File: config.mk
export PLATFORM = sky130hd
export DESIGN_NAME = bit_field_insert
export DESIGN_NICKNAME = d
export VERILOG_FILES = /design/src/rtl/bit_field_pkg.sv /design/src/rtl/bit_field_mask_gen.sv /design/src/rtl/bit_field_insert.sv
export SDC_FILE = /design/constraint.sdc
export NUM_CORES = 1
export LEC_CHECK = 0
export BUFFER_PORTS_ARGS = -buffer_cell sky130_fd_sc_hd__buf_2
export CAP_MARGIN = 25
export CORE_ASPECT_RATIO = 1.4
export CORE_MARGIN = 8
export CORE_UTILIZATION = 50
export CTS_CLUSTER_SIZE = 10
export DETAILED_ROUTE_END_ITERATION = 8
export PLACE_DENSITY_LB_ADDON = 0.15
export SKIP_CTS_REPAIR_TIMING = 1
export SYNTH_ARGS = -nofsm -noshare
export SYNTH_HDL_FRONTEND = slang
export SYNTH_SLANG_ARGS = --single-unit
File: constraint.sdc
create_clock -name clk -period 3.4 [get_ports clk]
set_input_delay 0.85 -clock clk [delete_from_list [all_inputs] [get_ports clk]]
set_output_delay 0.85 -clock clk [all_outputs]
set_load 0.01 [all_outputs]
File: src/rtl/bit_field_pkg.sv
// bit_field_pkg: shared FSM states, default widths and width clamp for bit-field insert/select
package bit_field_pkg;
   localparam int WORD_W_DEF  = 32;
   localparam int FIELD_W_DEF = 16;
   localparam int OFS_W_DEF   = 5;
   typedef enum logic [1:0] {IDLE, MASK, MERGE, HOLD} state_t;
   function automatic logic [4:0] clamp_width(input logic [4:0] w, input int max_w);
      return (int'(w) > max_w) ? 5'(max_w) : w;
   endfunction
endpackage

File: src/rtl/bit_field_mask_gen.sv
// bit_field_mask_gen: field mask at (lsb, width) plus flag for a field running past the word top
module bit_field_mask_gen #(
   parameter int WORD_W = 32,
   parameter int OFS_W  = 5
) (
   input  logic [OFS_W-1:0]  lsb_i,
   input  logic [4:0]        width_i,
   output logic [WORD_W-1:0] mask_o,
   output logic              clip_o
);
   localparam logic [2*WORD_W-1:0] ONE = {{(2*WORD_W-1){1'b0}}, 1'b1};
   // double-width shift so bits past the top are dropped rather than wrapped
   assign mask_o = WORD_W'(((ONE << width_i) - ONE) << lsb_i);
   assign clip_o = ((OFS_W+1)'(lsb_i) + (OFS_W+1)'(width_i)) > (OFS_W+1)'(WORD_W);
endmodule

File: src/rtl/bit_field_insert.sv
// bit_field_insert: merges the low width bits of field into base at bit lsb, valid/ready on both sides
module bit_field_insert
   import bit_field_pkg::*;
#(
   parameter int WORD_W  = WORD_W_DEF,
   parameter int FIELD_W = FIELD_W_DEF,
   parameter int OFS_W   = OFS_W_DEF
) (
   input  logic               clk,
   input  logic               reset,
   input  logic               in_valid,
   output logic               in_ready,
   input  logic [WORD_W-1:0]  in_base,
   input  logic [FIELD_W-1:0] in_field,
   input  logic [OFS_W-1:0]   in_lsb,
   input  logic [4:0]         in_width,
   output logic               out_valid,
   input  logic               out_ready,
   output logic [WORD_W-1:0]  out_word,
   output logic               out_clipped
);
   state_t             state_q;
   logic [WORD_W-1:0]  base_q, mask_q, shifted_q, word_q;
   logic [WORD_W-1:0]  mask_d, shifted_d, word_d;
   logic [FIELD_W-1:0] field_q;
   logic [OFS_W-1:0]   lsb_q;
   logic [4:0]         w_q;
   logic               clip_q, clip_d, clipped_q, in_ready_q, out_valid_q;

   bit_field_mask_gen #(.WORD_W(WORD_W), .OFS_W(OFS_W)) u_mask (
      .lsb_i  (lsb_q),
      .width_i(w_q),
      .mask_o (mask_d),
      .clip_o (clip_d)
   );

   // field bits above the width land outside the mask, so masking after the shift suffices
   assign shifted_d = WORD_W'((2*WORD_W)'(field_q) << lsb_q) & mask_d;
   assign word_d    = (base_q & ~mask_q) | (shifted_q & mask_q);

   always_ff @(posedge clk) begin
      if (reset) begin
         state_q     <= IDLE;
         in_ready_q  <= 1'b1;
         out_valid_q <= 1'b0;
         base_q      <= '0;
         field_q     <= '0;
         lsb_q       <= '0;
         w_q         <= '0;
         mask_q      <= '0;
         shifted_q   <= '0;
         clip_q      <= 1'b0;
         word_q      <= '0;
         clipped_q   <= 1'b0;
      end else begin
         case (state_q)
            IDLE: if (in_valid) begin
               base_q     <= in_base;
               field_q    <= in_field;
               lsb_q      <= in_lsb;
               w_q        <= clamp_width(in_width, FIELD_W);
               in_ready_q <= 1'b0;
               state_q    <= MASK;
            end
            MASK: begin
               mask_q    <= mask_d;
               shifted_q <= shifted_d;
               clip_q    <= clip_d;
               state_q   <= MERGE;
            end
            MERGE: begin
               word_q      <= word_d;
               clipped_q   <= clip_q;
               out_valid_q <= 1'b1;
               state_q     <= HOLD;
            end
            HOLD: if (out_ready) begin
               out_valid_q <= 1'b0;
               in_ready_q  <= 1'b1;
               state_q     <= IDLE;
            end
         endcase
      end
   end

   assign in_ready    = in_ready_q;
   assign out_valid   = out_valid_q;
   assign out_word    = word_q;
   assign out_clipped = clipped_q;
endmodule

## Yosys cells after proc, flatten, opt, wreduce, memory -nomap -nowiden

Index checks and enable logic that the tools add are counted.

- Bitwise operators: 5
- Reduce and logical (&&, ||, !) cells: 7
- Mux-type cells: 9
- Add/sub/neg operators: 2
- Eq/ne operators: 5
- Shifts and indexed selects: 3
- Order comparisons: 2

Operator list:

| operator | count |
|---|---|
| bitwise AND 32 bit | 3 |
| left shift 1 x 5 -> 64 bit, first input constant | 1 |
| left shift 64 x 5 -> 32 bit | 1 |
| subtractor 64 x 1 -> 64 bit, second input constant | 1 |
| NOT 32 bit | 1 |
| OR 32 bit | 1 |
| left shift 16 x 5 -> 32 bit | 1 |
| one-hot mux 2 bit (4 select lines) | 1 |
| adder 5 x 5 -> 6 bit | 1 |
| > comparator 6 bit, second input constant | 1 |
| AND reduction 2 bit | 3 |
| > comparator 5 bit, second input constant | 1 |
| two-way mux 5 bit | 1 |
| == test 2 bit, second input constant | 2 |
| two-way mux 2 bit | 2 |
| != test 2 bit, second input constant | 2 |
| one-hot mux 1 bit (2 select lines) | 2 |
| nonzero test 2 bit | 2 |
| two-way mux 1 bit | 3 |
| AND reduction 3 bit | 1 |
| == test 2 x 1 -> 1 bit, second input constant | 1 |
| zero test 2 bit | 1 |

- Flip-flop bits (word level): 160
- Logic and storage cells: 45
- Input port bits: 62

## Depth between registers and ports, before layout

Gate-level depths: netlist (run 1).

- Depth after elaboration: 4
- Mapped depth: 18

## Modules after synthesis

A second synthesis (run 1) with hierarchy kept.

- Cell total of the unflattened synthesis: 1259
- Area, all modules: 10113.4 um^2

Modules (own cells, without submodules):

| module | area an instance (um^2) | cells each | sequential area each (um^2) | times used |
|---|---|---|---|---|
| bit_field_insert | 7223.2 | 800 | 3203.1 | 1 |
| bit_field_mask_gen | 2890.3 | 459 | 0.0 | 1 |

## Worst setup path before layout (run 1)

No wires, ideal clock.

- Path type: register to register
- From: register w_q[4]
- To: register shifted_q[31]
- Arrival: 3.538 ns
- Buffers on the path: 5
- Slack: -0.233 ns
- Clock period less this slack: 3.633 ns
- Cell stages (with the launch flop): 16
- Path through: dfxtp_1 -> buf_6 -> buf_2 -> buf_1 -> inv_1 -> clkbuf_1 -> nand3_1 -> ha_1 -> buf_2 -> or3_4 -> o22a_1 -> o211a_2 -> or2_0 -> mux4_2 -> a211o_1 -> o41ai_2

- Word-level cells in the longest chain between the ends: 4

Ends and longest elaborated chain:

| element | RTL line | source |
|---|---|---|
| from (decl) | bit_field_insert.sv:27 | `logic [4:0] w_q;` |
| from (signal assigned) | bit_field_insert.sv:61 | `w_q <= clamp_width(in_width, FIELD_W);` |
| left shift 1 x 5 -> 64 bit | bit_field_mask_gen.sv:13 | `assign mask_o = WORD_W'(((ONE << width_i) - ONE) << lsb_i);` |
| subtractor 64 x 1 -> 64 bit | bit_field_mask_gen.sv:13 |  |
| left shift 64 x 5 -> 32 bit | bit_field_mask_gen.sv:13 |  |
| bitwise AND 32 bit | bit_field_insert.sv:38 | `assign shifted_d = WORD_W'((2*WORD_W)'(field_q) << lsb_q) & mask_d;` |
| to (signal assigned) | bit_field_insert.sv:67 | `shifted_q <= shifted_d;` |
| to (decl) | bit_field_insert.sv:23 | `logic [WORD_W-1:0] base_q, mask_q, shifted_q, word_q;` |

Every way passes these cells.
A chain may end at the register's enable or synchronous reset.

## Final worst setup path (run 1)

- From: register w_q[3]
- To: register shifted_q[31]

The elaborated chain is that of the path after synthesis.

==> impl_metrics.yaml, run 1 <==
outcome:
  outcome: "finished, final reports clean"
cells_and_area:
  total_nets_final: 1381
  syn2layout_area_growth_pct: 15.5
  final_layout_size_suffix_gt1_share_pct: 19.2
  multi_input_area_um2: 5960
  filler_cell_count: 1840
  fin_area_um2: 11200
  area.sequential_um2: 3210
  diodes: 0
synthesis:
  postSynth.asyncResetShare_pct: 0
  synth-edff-count: 0
  synth_area_leader_cell: "sky130_fd_sc_hd__dfxtp_1"
  netlist_area_um2: 9690
  ys.warnings.count: 0
  synth.top_cell.area_share_pct: 33.1
  mappedNetlistNets: 1312
  synth-seq-area-share_pct: 33.1
  gate_count_post_synth: 1238
  syn-mean-instance-area_um2: 7.82
  synth_top_flop_cell: "sky130_fd_sc_hd__dfxtp_1"
  yosys-top-cells-area: "sky130_fd_sc_hd__dfxtp_1, sky130_fd_sc_hd__nand2_1, sky130_fd_sc_hd__mux2i_1, sky130_fd_sc_hd__a21oi_1, sky130_fd_sc_hd__nor2_1"
  synthesis_stage_register_bit_count: 160
  netlist-cell-type-count: 88
sta:
  setup_violations: 0
  worst-slew-pin-transition_ns: 0.916
  period_utilisation_layout_pct: 95.8
  hold_violations: 0
  whs_ns: 0.455
  timing.fmax_mhz: 307
  finalMaxSlewViolations: 0
  layout_min_cycle_time_ns: 3.26
  slew_headroom_pct: 38.5
  timing.clock.skew_ns: 0.0152
floorplanning:
  core-area_um2: 19100
  die_width_um: 134
  std_cell_rows: 60
  num_io_pins: 97
  die_h_um: 181
  die_area_um2: 24100
  initial_core_utilization_pct: 50.6
cts:
  cts_tree: "done"
  cts-buffers-inserted: 17
  sinks_on_clock_net: 160
  path_clk_slew_ns: 0.08
  htree_num_levels: 4
  root_buffer: "sky130_fd_sc_hd__clkbuf_16"
  clock_latency_ns: 0.44
  cts.path.max_buffers: 2
placement:
  port_buffers: 96
  placed_area_um2: 10600
  dpl.hpwl_mm: 24.5
  gp_congestion: 0.983
critical_path:
  cp_slowest_cell: "sky130_fd_sc_hd__mux4_2"
  worstReg2RegStart: "w_q[3]$_SDFFE_PP0P_"
  timing.critical_path.from: "w_q[3]$_SDFFE_PP0P_"
  path_max_fanout: 14
  reg2regPathDepth: 11
  cp_slowest_stage_delay_ns: 0.52
  timing.critical_path.to_type: "register"
  timing.critical_path.to: "shifted_q[31]$_SDFFE_PP0N_"
  reg2reg_to: "shifted_q[31]$_SDFFE_PP0N_"
  crit_path_start_kind: "register"
  timing.setup.critical_path_class: "reg -> reg"
  path_cells: "nor3_4 -> nand3_1 -> ha_2 -> buf_4 -> or3_4 -> o22a_1 -> o211a_2 -> or2_0 -> mux4_2 -> a211o_1 -> o41ai_2"
  data_required_time_of_the_worst_path_ns: 3.75
  timing.reg2reg.setup_slack_ns: 0.14
  worst_ep_arrival_time_ns: 3.60
power:
  peakVddDrop_mv: 0.399
  clockPowerShare_pct: 23.0
  power.leakage_nw: 4.31
  power.internal_mw: 4.78
  share_comb_of_total_power_pct: 47.3
  power.switching_mw: 3.76
  finalPower_mw: 8.55
  pwr_density_cell_nw_per_um2: 764
  seq_power_share_pct: 29.6
  p_sw_share_pct: 44.1
routing:
  drt_iter0_markers: 745
  vias: 9711
  drt_pass1_iterations: 5
  postRouteAntennaNets: 0
  postRouteWirelength_mm: 33.2
  avgViaCountPerCell: 6.19
  drc: 0
  routed_wire_length_per_instance_um: 21.1
worst_hold_path:
  hold_crit_class: "reg -> reg"
global_route:
  track_usage_pct: 26.9
  grt_antenna_before_repair: 0
  grt_overflow_total: 0
  grt_pass1_vias: 9256
  grt_max_degree: 80
  grt_first_pass_wirelength_mm: 52.0
job:
  max-cap-violations: 0
[cells by family (layout without fill, tap and decap cells)]
logic type                 after synthesis  count (layout)  share of synthesized area [%]
adders and majority gates               13              13                           1.73
AOI/OAI and AO/OA                      386             386                           27.2
DFF                                    160             160                           33.1
muxes                                   87              87                           11.0
buffers and inverters                  130             212                           5.54
and+or+nand+nor                        458             458                           21.2
xor gates and xnor gates                 4               4                          0.362
[final cells by class]
class,instances,share of cell area (%)
Sequential cell,160,28.7
Inverter,16,0.537
Timing Repair Buffer,164,9.22
Tap cell,248,2.77
Clock inverter,15,1.67
Clock buffer,17,3.80
Multi-Input combinational cell,948,53.3
[placed cells by master (no fill, tap or decap), types with 6 or more instances in the layout]
master / netlist / final
sky130_fd_sc_hd__a211o_1: 6 / 6
sky130_fd_sc_hd__a211oi_1: 50 / 50
sky130_fd_sc_hd__a21o_1: 12 / 12
sky130_fd_sc_hd__a21oi_1: 114 / 114
sky130_fd_sc_hd__a22o_1: 14 / 14
sky130_fd_sc_hd__a22oi_1: 8 / 8
sky130_fd_sc_hd__a31oi_1: 22 / 22
sky130_fd_sc_hd__a32o_1: 12 / 12
sky130_fd_sc_hd__and2_1: 12 / 11
sky130_fd_sc_hd__and3_1: 6 / 6
sky130_fd_sc_hd__buf_2: 17 / 95
sky130_fd_sc_hd__buf_4: 1 / 66
sky130_fd_sc_hd__clkbuf_16: 0 / 17
sky130_fd_sc_hd__dfxtp_1: 160 / 157
sky130_fd_sc_hd__ha_1: 11 / 9
sky130_fd_sc_hd__inv_1: 13 / 12
sky130_fd_sc_hd__mux2_2: 12 / 12
sky130_fd_sc_hd__mux2i_1: 61 / 61
sky130_fd_sc_hd__mux4_2: 14 / 14
sky130_fd_sc_hd__nand2_1: 209 / 208
sky130_fd_sc_hd__nand2b_1: 8 / 8
sky130_fd_sc_hd__nand3_1: 21 / 21
sky130_fd_sc_hd__nor2_1: 122 / 121
sky130_fd_sc_hd__nor2b_1: 10 / 10
sky130_fd_sc_hd__nor3_1: 20 / 20
sky130_fd_sc_hd__o211ai_1: 9 / 9
sky130_fd_sc_hd__o21a_1: 10 / 10
sky130_fd_sc_hd__o21ai_0: 44 / 44
sky130_fd_sc_hd__o221ai_1: 7 / 7
sky130_fd_sc_hd__o22ai_1: 10 / 10
sky130_fd_sc_hd__o31ai_1: 13 / 13
sky130_fd_sc_hd__or2_2: 6 / 6
sky130_fd_sc_hd__or3_1: 10 / 10
[cell usage after synthesis (all sizes together) (13+ instances only)]
cell and number:
clkbuf 77, nand3 21, o31ai 13, dfxtp 160, nor3 21, buf 37
mux2i 61, inv 14, o21ai 44, nand2 209, a21oi 114, a31oi 22
nor2 123, mux4 14, a211oi 50, a22o 14
[metrics by stage]
| stage | TNS [ns] | cells | worst slack [ns] | util, % |
|---|---|---|---|---|
| 6_report | 0 | 1568 | 0.141 | 58.4 |
| 5_1_grt | -0.0326 | 1568 | -0.0180 | 58.4 |
| 4_1_cts | 0 | 1568 | 0.108 | 58.4 |
| 3_5_place_dp | 0 | 1536 | 0.129 | 55.2 |
| 3_3_place_gp | 0 | 1536 | 0.188 | 55.2 |
| 2_1_floorplan | 0 | 1238 | 0.00335 | - |
[layer usage]
layer | GRT usage [%] | routed length, µm | up-vias
met4 | 14.9 | 1800 | 0
met1 | 32.3 | 13200 | 4535
met2 | 44.2 | 15900 | 415
met5 | 0 | 0 | -
met3 | 4.72 | 2170 | 98
li1 | - | - | 4663
[worst min path at each step]
stage,from,to,depth (start not counted)
2_1_floorplan,shifted_q[12]$_SDFFE_PP0N_,shifted_q[12]$_SDFFE_PP0N_,2
3_3_place_gp,shifted_q[20]$_SDFFE_PP0N_,shifted_q[20]$_SDFFE_PP0N_,2
3_5_place_dp,base_q[0]$_SDFFE_PP0P_,base_q[0]$_SDFFE_PP0P_,2
4_1_cts,base_q[0]$_SDFFE_PP0P_,base_q[0]$_SDFFE_PP0P_,2
5_1_grt,base_q[3]$_SDFFE_PP0P_,base_q[3]$_SDFFE_PP0P_,2
6_report,base_q[0]$_SDFFE_PP0P_,base_q[0]$_SDFFE_PP0P_,2
[critical path: cells and delay by family, from the launching register on]
kind                     cells  cell delay [ns]
adder cells (fa/ha/maj)      1             0.23
AO/OA/AOI/OAI                4             0.94
AND/OR/NAND/NOR              4             0.95
multiplexers                 1             0.52
flip-flops                   1             0.34
buffers and inverters        1             0.18
[sequential cells by signal (all words and copies together), names as in the netlist]
name / count
shifted_q: 32
clip_q: 1
base_q: 32
w_q: 5
out_clipped: 1
field_q: 16
mask_q: 32
state_q: 2
lsb_q: 5
in_ready: 1
out_valid: 1
out_word: 32
[power groups by stage]
| stage | Combinational, mW | Sequential, mW | Clock, mW |
|---|---|---|---|
| after CTS | 3.98 | 2.54 | 1.99 |
| final | 4.05 | 2.53 | 1.97 |
| after global routing | 4.38 | 2.58 | 2.07 |
| after global placement | 3.95 | 2.56 | 0 |
| after floorplan | 2.61 | 2.54 | 0 |
| after detailed placement | 3.96 | 2.57 | 0 |
(Power assumes the default switching activity.)
==> run 2, diff against run 1 <==
--- a/config.mk
+++ b/config.mk
@@ -5,6 +5,7 @@
 export SDC_FILE = /design/constraint.sdc
 export NUM_CORES = 1
 export LEC_CHECK = 0
+export ABC_AREA = 1
 export BUFFER_PORTS_ARGS = -buffer_cell sky130_fd_sc_hd__buf_2
 export CAP_MARGIN = 25
 export CORE_ASPECT_RATIO = 1.4
==> run 2 against run 1 <==
Compared with the run above:
- global-route usage is 1.9 points lower
- clock skew down 0.0046 ns
- die area grew 2.3%
- critical path depth rose by 5
- cell area shrank 0.40%
- clock power shrank 4%
- combinational power is 40% higher
- count of clock-buffer cells in the layout up 5
- via count rose by 5.2%
- wire length fell by 8.0%
- non-clock buffer count shrank 35
- total power increased by 20%
- largest cell class unchanged
==> impl_metrics.yaml, run 2 <==
global_route:
  grt_overflow_total: 0
  grt_pass1_vias: 9606
  grt_max_degree: 72
  track_usage_pct: 25.0
  grt_first_pass_wirelength_mm: 49.7
  grt_antenna_before_repair: 0
cells_and_area:
  fin_area_um2: 11100
  final_layout_size_suffix_gt1_share_pct: 14.0
  syn2layout_area_growth_pct: 12.1
  diodes: 0
  layout_commonest_cell: "sky130_fd_sc_hd__nand2_1"
  total_nets_final: 1653
  layout_common_cells: "sky130_fd_sc_hd__nand2_1, sky130_fd_sc_hd__nand3_1, sky130_fd_sc_hd__dfxtp_1"
cts:
  sinks_on_clock_net: 160
  clock_latency_ns: 0.44
  root_buffer: "sky130_fd_sc_hd__clkbuf_16"
  path_clk_slew_ns: 0.07
  cts-buffers-inserted: 17
  cts.path.max_buffers: 2
  htree_num_levels: 4
  cts_tree: "done"
worst_hold_path:
  hold_crit_class: "reg -> reg"
  min-delay-start: "base_q[24]$_SDFFE_PP0P_"
sta:
  slew_headroom_pct: 44.4
  period_utilisation_layout_pct: 87.0
  setup_violations: 0
  worst-slew-pin-transition_ns: 0.831
  setup_tns_ns: 0
  grt_setup_unrepaired: "false"
  timing.clock.skew_ns: 0.0107
  finalMaxSlewViolations: 0
  layout_min_cycle_time_ns: 2.96
  timing.fmax_mhz: 338
  hold_violations: 0
  post-route-worst-setup-slack_ns: 0.441
synthesis:
  netlist_area_um2: 9930
  synth_top_flop_cell: "sky130_fd_sc_hd__dfxtp_1"
  synth-edff-count: 0
  synth-seq-area-share_pct: 32.2
  yosysMostFrequentCell: "sky130_fd_sc_hd__nand2_1"
  synth.top_cells.by_count: "sky130_fd_sc_hd__nand2_1, sky130_fd_sc_hd__nand3_1, sky130_fd_sc_hd__dfxtp_1"
  synth.top_cell.area_share_pct: 32.2
  synth_area_leader_cell: "sky130_fd_sc_hd__dfxtp_1"
  postSynth.asyncResetShare_pct: 0
  netlist-cell-type-count: 51
  synthesis_stage_register_bit_count: 160
  syn-mean-instance-area_um2: 6.47
  mappedNetlistNets: 1609
  yosys-top-cells-area: "sky130_fd_sc_hd__dfxtp_1, sky130_fd_sc_hd__nand2_1, sky130_fd_sc_hd__nand3_1, sky130_fd_sc_hd__a21oi_1, sky130_fd_sc_hd__o21ai_0"
  gate_count_post_synth: 1535
  ys.warnings.count: 0
placement:
  port_buffers: 96
  gp_congestion: 0.996
  worst_setup_slack_after_placement_ns: 0.492
  dpl.hpwl_mm: 23.2
  placed_area_um2: 10600
routing:
  routed_wire_length_per_instance_um: 16.5
  drt_iter0_markers: 807
  postRouteWirelength_mm: 30.5
  drc: 0
  vias: 10200
  postRouteAntennaNets: 0
  drt_pass1_iterations: 5
  avgViaCountPerCell: 5.54
critical_path:
  cp_slowest_stage_delay_ns: 0.54
  crit_cells: 16
  cp_slowest_cell: "sky130_fd_sc_hd__dfxtp_1"
  timing.critical_path.from: "w_q[0]$_SDFFE_PP0P_"
  reg2regPathDepth: 16
  crit_path_start_kind: "register"
  critical_path.n_buffers_inverters: 3
  reg2reg_to: "shifted_q[18]$_SDFFE_PP0N_"
  worstReg2RegStart: "w_q[0]$_SDFFE_PP0P_"
  timing.critical_path.to: "shifted_q[18]$_SDFFE_PP0N_"
  timing.critical_path.to_type: "register"
  data_required_time_of_the_worst_path_ns: 3.76
  cpLargestDelayFamily: "simple AND/OR/NAND/NOR gates"
  timing.setup.critical_path_class: "reg -> reg"
  worst_ep_arrival_time_ns: 3.32
  path_cells: "inv_2 -> nor2_8 -> nand4_2 -> ha_1 -> xnor2_1 -> nand2_1 -> o21ai_1 -> o21ai_0 -> nor2_1 -> inv_1 -> nor2_1 -> buf_4 -> nand2_1 -> o211ai_1 -> nand3_1 -> a21oi_1"
  timing.reg2reg.setup_slack_ns: 0.44
  path_max_fanout: 9
floorplanning:
  initial_core_utilization_pct: 50.5
  die_h_um: 183
  num_io_pins: 97
  die_area_um2: 24700
  core-area_um2: 19700
  die_width_um: 135
  std_cell_rows: 61
power:
  p_sw_share_pct: 48.6
  power.internal_mw: 5.26
  peakVddDrop_mv: 0.528
  seq_power_share_pct: 26.1
  power.leakage_nw: 5.07
  power.switching_mw: 4.97
  clockPowerShare_pct: 18.5
  share_comb_of_total_power_pct: 55.3
  pwr_density_cell_nw_per_um2: 918
job:
  max-cap-violations: 0
outcome:
  outcome: "finished, final reports clean"
==> run 2: cell count changes after synthesis, sizes merged, moves of 19 or more <==
cell    before  now
a211oi      50    4
inv         14  151
mux2i       61    2
nand2      209  409
nand3       21  210
nand4        4   41
nor2       123   86
nor3        21    2
o211ai       9   72
o21ai       44  121
==> run 2: power groups by stage <==
stage                     logic, mW  clock network [mW]  registers, mW
after floorplan                3.94                   0           2.71
after global placement         5.55                   0           2.70
after detailed placement       5.59                   0           2.71
after CTS                      5.61                1.94           2.67
after global routing           6.33                2.02           2.74
final                          5.66                1.90           2.67
==> run 2: cell families (layout without fill, tap and decap cells) <==
group | Yosys count | in the layout | synth area share (%)
and+or+nand+nor | 760 | 760 | 35.6
AOI/OAI and AO/OA | 339 | 339 | 19.7
buffers and inverters | 259 | 315 | 10.5
DFF | 160 | 160 | 32.2
adders and majority gates | 12 | 12 | 1.59
xor gates and xnor gates | 3 | 3 | 0.265
muxes | 2 | 2 | 0.202
==> run 2: how the worst min path moves through the flow <==
stage,slack [ns],endpoint,depth (start not counted)
floorplan,0.43,out_clipped$_SDFFE_PP0P_,2
global placement,0.44,base_q[21]$_SDFFE_PP0P_,2
detailed placement,0.45,base_q[2]$_SDFFE_PP0P_,2
CTS,0.45,base_q[2]$_SDFFE_PP0P_,2
global route,0.47,base_q[25]$_SDFFE_PP0P_,2
finish,0.45,base_q[24]$_SDFFE_PP0P_,2
==> run 2: area by class of cell <==
class,instances,area [µm²]
tap,252,315
inverter,155,582
multi-input combinational,1116,5700
sequential,160,3200
clock inverter,9,108
timing repair buffer,129,766
clock buffer,22,464
fill,2021,8550
==> run 2: metal layers <==
layer / vias to the layer above / part of all wire (%) / track usage (%)
li1: 5228 / - / -
met4: 0 / 4.8 / 13.8
met2: 304 / 47 / 40.4
met3: 78 / 4.9 / 4.30
met5: - / 0 / 0
met1: 4603 / 43 / 30.8
==> run 2: worst register-to-register path: stages (launching register included) <==
cell                       delay [ns]
sky130_fd_sc_hd__dfxtp_1         0.54
sky130_fd_sc_hd__inv_2           0.13
sky130_fd_sc_hd__nor2_8          0.18
sky130_fd_sc_hd__nand4_2         0.12
sky130_fd_sc_hd__ha_1            0.28
sky130_fd_sc_hd__xnor2_1         0.21
sky130_fd_sc_hd__nand2_1         0.07
sky130_fd_sc_hd__o21ai_1         0.12
sky130_fd_sc_hd__o21ai_0         0.16
sky130_fd_sc_hd__nor2_1          0.32
sky130_fd_sc_hd__inv_1           0.10
sky130_fd_sc_hd__nor2_1          0.09
sky130_fd_sc_hd__buf_4           0.13
sky130_fd_sc_hd__nand2_1         0.05
sky130_fd_sc_hd__o211ai_1        0.12
sky130_fd_sc_hd__nand3_1         0.10
sky130_fd_sc_hd__a21oi_1         0.13
==> run 2: stage by stage <==
step	util (%)	hold slack [ns]	std cells	power, mW
after floorplan	-	0.428	1535	6.65
after global placement	53.7	0.439	1812	8.25
after detailed placement	53.7	0.446	1812	8.31
after CTS	56.6	0.455	1843	10.2
after global routing	56.6	0.473	1843	11.1
final	56.6	0.452	1843	10.2
